[config.mk]
export PLATFORM = sky130hd
export DESIGN_NAME = ofc_capture_fifo
export DESIGN_NICKNAME = d
export VERILOG_FILES = /design/src/rtl/ofc_capture_fifo.sv
export SDC_FILE = /design/constraint.sdc
export NUM_CORES = 1
export LEC_CHECK = 0
export CORE_MARGIN = 1
export CORE_UTILIZATION = 55
export CTS_CLUSTER_DIAMETER = 200
export DETAILED_ROUTE_END_ITERATION = 6
export PLACE_DENSITY = 0.82
export RECOVER_POWER = 25
export SYNTH_ARGS = -nofsm -noshare
export SYNTH_HDL_FRONTEND = slang
export SYNTH_SLANG_ARGS = --single-unit
[constraint.sdc]
create_clock -name clk -period 4.91 [get_ports clk]
set_input_delay 0.491 -clock clk [delete_from_list [all_inputs] [get_ports clk]]
set_output_delay 0.491 -clock clk [all_outputs]
set_load 0.01 [all_outputs]
[src/rtl/ofc_capture_fifo.sv]
// Capture FIFO for {o,f,c} result words. Optional per-entry even-parity
// checking is built when OFC_CAPTURE_PARITY_EN is defined.
module ofc_capture_fifo #(
    parameter int wd    = 4,
    parameter int DEPTH = 4
) (
    input  logic                     clk,
    input  logic                     rst_n,
    input  logic                     in_valid,
    output logic                     in_ready,
    input  logic [wd-1:0]            in_o,
    input  logic [wd-1:0]            in_f,
    input  logic [wd-1:0]            in_c,
    input  logic                     in_par,
    input  logic                     flush,
    output logic                     out_valid,
    input  logic                     out_ready,
    output logic [3*wd-1:0]          out_data,
    output logic                     out_err,
    output logic [$clog2(DEPTH):0]   count
);
    localparam int AW = $clog2(DEPTH);
    typedef logic [AW:0] ptr_t;

    ptr_t            wr_ptr, rd_ptr;
    logic [3*wd-1:0] mem [DEPTH];
    logic            push, pop;

    // Extra pointer MSB makes full (diff == DEPTH) distinct from empty (diff == 0).
    assign count     = wr_ptr - rd_ptr;
    assign in_ready  = (count != ptr_t'(DEPTH));
    assign out_valid = (count != '0);
    assign push      = in_valid && in_ready;
    assign pop       = out_valid && out_ready;
    assign out_data  = mem[rd_ptr[AW-1:0]];

    always_ff @(posedge clk or negedge rst_n) begin
        if (!rst_n) begin
            wr_ptr <= '0;
            rd_ptr <= '0;
        end else if (flush) begin
            wr_ptr <= '0;
            rd_ptr <= '0;
        end else begin
            if (push) wr_ptr <= wr_ptr + 1'b1;
            if (pop)  rd_ptr <= rd_ptr + 1'b1;
        end
    end

    // Storage is deliberately not reset; occupancy alone decides what is valid.
    always_ff @(posedge clk) begin
        if (push && !flush) mem[wr_ptr[AW-1:0]] <= {in_o, in_f, in_c};
    end

`ifdef OFC_CAPTURE_PARITY_EN
    logic par_mem [DEPTH];

    always_ff @(posedge clk) begin
        if (push && !flush) par_mem[wr_ptr[AW-1:0]] <= in_par;
    end

    assign out_err = out_valid && ((^out_data) != par_mem[rd_ptr[AW-1:0]]);
`else
    logic unused_par;
    assign unused_par = in_par;
    assign out_err    = 1'b0;
`endif

endmodule

---- Word level (Yosys, flattened, before mapping) ----
Memory sizes are Yosys's and may differ from the RTL's.
Index checks and enable logic that the tools add are counted.
storage, ports and cells
  bits in registers ....................... 6
  bits in writable memories ............... 48
  input bits .............................. 18
  output and inout bits ................... 18
  memories ................................ 1
operators by class
  add/subtract/negate cells ............... 3
  equality and inequality tests ........... 1
  mux-type cells .......................... 6
  reductions and logical operators ........ 7
memories
  memory  words  width  read ports  clocked after Yosys merged registers in  write ports  RTL line  text
  mem     4      12     1           0                                        1            26        logic [3*wd-1:0] mem [DEPTH];
operator list
  kind                 number
  $mux 3               4
  $add 3x1->3 const B  2
  $reduce_bool 2->1    2
  $logic_and 1x1->1    3
  $ne 3x3->1 const B   1
  $reduce_bool 3->1    1
  $sub 3x3->3          1
  $mux 1               2
  $logic_not 1->1      1

---- Longest topological paths before layout ----
  depth in word-level cells ............... 6
  gate-level depth with buffers ........... 7
  mapped depth without buffers ............ 7

---- Least setup slack after synthesis ----
Ideal clock, no wire load.
  path type ............................... reg-to-reg
  from .................................... register wr_ptr[0]
  to ...................................... memory mem[3][0] (netlist name), enable pin
  library setup time ...................... 399 ps
  arrival time ............................ 2409 ps
  slack ................................... 2102 ps
  stages on the path, launching flop included .. 7
  path buffers ............................ 0
  period minus slack after synthesis ...... 2808 ps
  cells stage by stage .................... dfrtp_1 -> inv_1 -> ha_1 -> fa_1 -> xnor3_2 -> o31ai_2 -> nor3b_1
on the way
  cells in the longest elaborated chain, start to end .. 6
RTL lines
  item                          RTL line  text
  start: declaration            25        ptr_t wr_ptr, rd_ptr;
  start signal: assignment      45        if (push) wr_ptr <= wr_ptr + 1'b1;
  $sub 3x3->3                   30        assign count = wr_ptr - rd_ptr;
  $ne 3x3->1                    31        assign in_ready = (count != ptr_t'(DEPTH));
  $logic_and 1x1->1             33        assign push = in_valid && in_ready;
  $logic_and 1x1->1             52        if (push && !flush) mem[wr_ptr[AW-1:0]] <= {in_o, in_f, in_c};
  $mux 1                        52
  $mux 1 (not written as such)  52
  end: declaration              26
Parallel ways exist; a longest one is shown, timed or not.

---- Worst setup path in the final report ----
  from .................................... register rd_ptr[0]
  to ...................................... output port in_ready
on the way
  cells in the longest elaborated chain, start to end .. 2
RTL lines
  item                      RTL line  text
  start: declaration        25
  start signal: assignment  46        if (pop) rd_ptr <= rd_ptr + 1'b1;
  $sub 3x3->3               30
  $ne 3x3->1                31
  end: declaration          10        output logic in_ready,
Every way passes these cells.

==> metrics.md <==
| Metric | Value |
|---|---|
| Status | completed |
| DR iter-0 viols | 61 |
| Width of the die | 66.21 µm |
| CTS Root Cell | clkbuf_8 |
| Die height | 66.21 µm |
| Share of layout cells above drive strength 1 | 19.61% |
| Internal power | 0.9394 mW |
| # Post-CTS Setup Buffers | 0 |
| CTS Sinks | 54 |
| Clock tree buffer depth | 2 |
| Via Count | 1116 |
| Synth cell types | 25 |
| Core footprint | 3799 µm² |
| Pre-Repair DR Iteration Count | 4 |
| Synth area leader | edfxtp_1 |
| Critical path class | reg2out |
| CTS tree | built |
| Number of top-level pins | 36 |
| Yosys warns | 0 |
| Layout Nets | 177 |
| GRT Resource Usage Total | 19.84% |
| Row Count | 22 |
| Max incr delay on CP | 940 ps |
| Worst skew pair latency | 310 ps |
| Final Cycle Share | 68.40% |
| Post-synth top cells | edfxtp_1, mux4_2, dfrtp_1, ha_1, nor2_1 |
| Crit path arrival time | 2870 ps |
| Routed len/inst | 18.32 µm |
| Required time of the critical path | 4420 ps |
| Number of antenna violations at the first check in global routing | 0 |
| CP Capture Type | output pin |
| Global-route wire length before repair | 5920 µm |
| Combinational power share | 33.0% |
| Mean Syn Cell Area | 19.38 µm² |
| Post-synth top area share | 63.58% |
| Vias in the first global route | 1215 |
| Unrepaired setup endpoints after global routing | false |
| Post-route cell area | 2758 µm² |
| Layout fillers | 219 |
| Final Power | 1.308 mW |
| Post-route ant nets | 0 |
| Power per cell area | 474.4 nW/µm² |
| Hold-fix buffer count after cts | 0 |
| Pins Over Slew Limit | 0 |
| Max-cap violation count | 0 |
| GRT Residual Overflow | 0 |
| Port Buf Inserts | 33 |
| Fmax | 297.8 MHz |
| Diode count | 0 |
| Final Hold Fails | 0 |
| P_sw | 0.3688 mW |
| Largest net degree at the start of global routing | 17 |
| Critical path peak fanout | 16 |
| Vias per cell | 5.552 |
| Clk_skew | 3.697 ps |
| Post-DP HPWL | 2431 µm |
| Setup violations, final | 0 |
| Sequential share of power | 45.1% |
| Fin crit period | 3359 ps |
| Routed Wire Length | 3682 µm |
| Post-cts sizing count | 0 |
| Cells after Synth | 117 |
| Die Footprint | 4383 µm² |
| Max IR drop VDD | 0.2490 mV |
| Cell Area, Placed | 2651 µm² |
| Number of CTS-inserted buffers | 5 |
| Main synth FF type | edfxtp_1 |
| Worst-path cell chain | ha_1, fa_1, and2_1, nand2_1, clkdlybuf4s50_1 |
| Clock power share | 21.9% |
| Post-synthesis async set-or-reset flop share | 11.11% |
| H-tree depth | 2 |
| Post-synth EDFFs | 48 |
| Clock slew at the register clock pins of the worst setup and hold paths | 80 ps |
| P_leak | 0.9479 nW |
| Most frequent cell after synthesis | edfxtp_1 |
| Starting Density | 59.68% |
| Class of the worst hold path | in2async |
| Post-route DRC | 0 |
| Hold_ws | 499.0 ps |
| Synth top area cells | edfxtp_1, mux4_2, dfrtp_1 |
| Sequential-to-total area share from yosys stat | 70.20% |
| Slowest CP cell | dfrtp_1 |
| Setup_tns | 0 ps |
| Syn Nets | 142 |
| Placer congestion estimate | 0.8417 |
| Flops & latches, synth | 54 |
| Startpoint types | flop |
| Mapped Area | 2267 µm² |
| Worst Tran Pin Value | 1095 ps |
| Area grow syn2layout | 21.63% |
| Switching Share | 28.19% |
| Slew headroom | 26.69% |
==> layout by cell type, fill, tap and decap left out, types with 2 or more instances in the layout <==
master,instances
nor2_1,5
clkdlybuf4s50_1,25
inv_1,4
mux2_4,2
nor2b_1,3
a21boi_2,2
clkbuf_8,5
nand2b_1,4
mux2i_1,2
nand2_1,4
mux2_1,2
nor3b_2,4
mux4_2,12
edfxtp_1,48
dfrtp_1,6
clkbuf_1,2
ha_1,6
dlygate4sd3_1,8
==> cell type report <==
cell class / instances / area [µm²] / area share, %
flip-flops and latches: 54 / 1592 / 57.71
multi-input cells: 53 / 648.1 / 23.50
repair buffers: 33 / 330.3 / 11.98
clock buffers: 7 / 76.32 / 2.768
well taps: 48 / 60.06 / 2.178
clock inverters: 1 / 30.03 / 1.089
inverters: 5 / 21.27 / 0.7713
==> final timing paths <==
kind | from | end | slack, ps | cells after the start
min | rst_n | wr_ptr[0] | 500 | 1
min in group clk | wr_ptr[1] | wr_ptr[1] | 610 | 2
max | rd_ptr[0] | in_ready | 1550 | 5
max reg2reg | rd_ptr[0] | mem[3][10] | 1640 | 5
min reg2reg | wr_ptr[1] | wr_ptr[1] | 610 | 2
max in group asynchronous | rst_n | wr_ptr[2] | 4180 | 1
==> critical path: cells and delay by family (launching register included) <==
family	cells	cell delay, ps
adder cells (fa/ha/maj)	2	730
buffers and inverters	1	530
flip-flops	1	940
AND/OR/NAND/NOR	2	360
==> sequential cells by signal, indices dropped and copies added (netlist names) <==
| signal | count |
|---|---|
| mem | 48 |
| rd_ptr | 3 |
| wr_ptr | 3 |
==> power groups by stage <==
stage	registers [mW]	logic (mW)	clock network (mW)
4_1_cts	0.591	0.438	0.290
3_3_place_gp	0.599	0.423	0
2_1_floorplan	0.568	0.265	0
6_report	0.590	0.432	0.286
5_1_grt	0.598	0.468	0.306
3_5_place_dp	0.603	0.432	0
==> cell families after synthesis <==
family	count (synthesis)	synth area share (%)
fa+ha+maj	7	4.194
compound gates	5	2.152
other cells	1	0.1654
buf+inv	10	2.097
flops	54	70.20
mux	18	15.12
xor+xnor	1	1.048
simple gates	21	5.022
==> per-stage QoR <==
step	setup WS, ps	instances	util (%)
finish	1551	201	72.60
global route	1330	201	72.60
CTS	1496	201	72.60
detailed placement	1636	193	69.80
global placement	1656	193	69.80
floorplan	2102	117	-
==> layer usage <==
metal | track usage (%) | wire (µm) | part of all wire, %
met5 | 0 | 0 | 0
met3 | 6.034 | 140 | 3.8
met2 | 32.02 | 1908 | 52
met4 | 9.840 | 64 | 1.7
met1 | 24.25 | 1570 | 43
No activity file was read; power rests on OpenSTA's default activity.
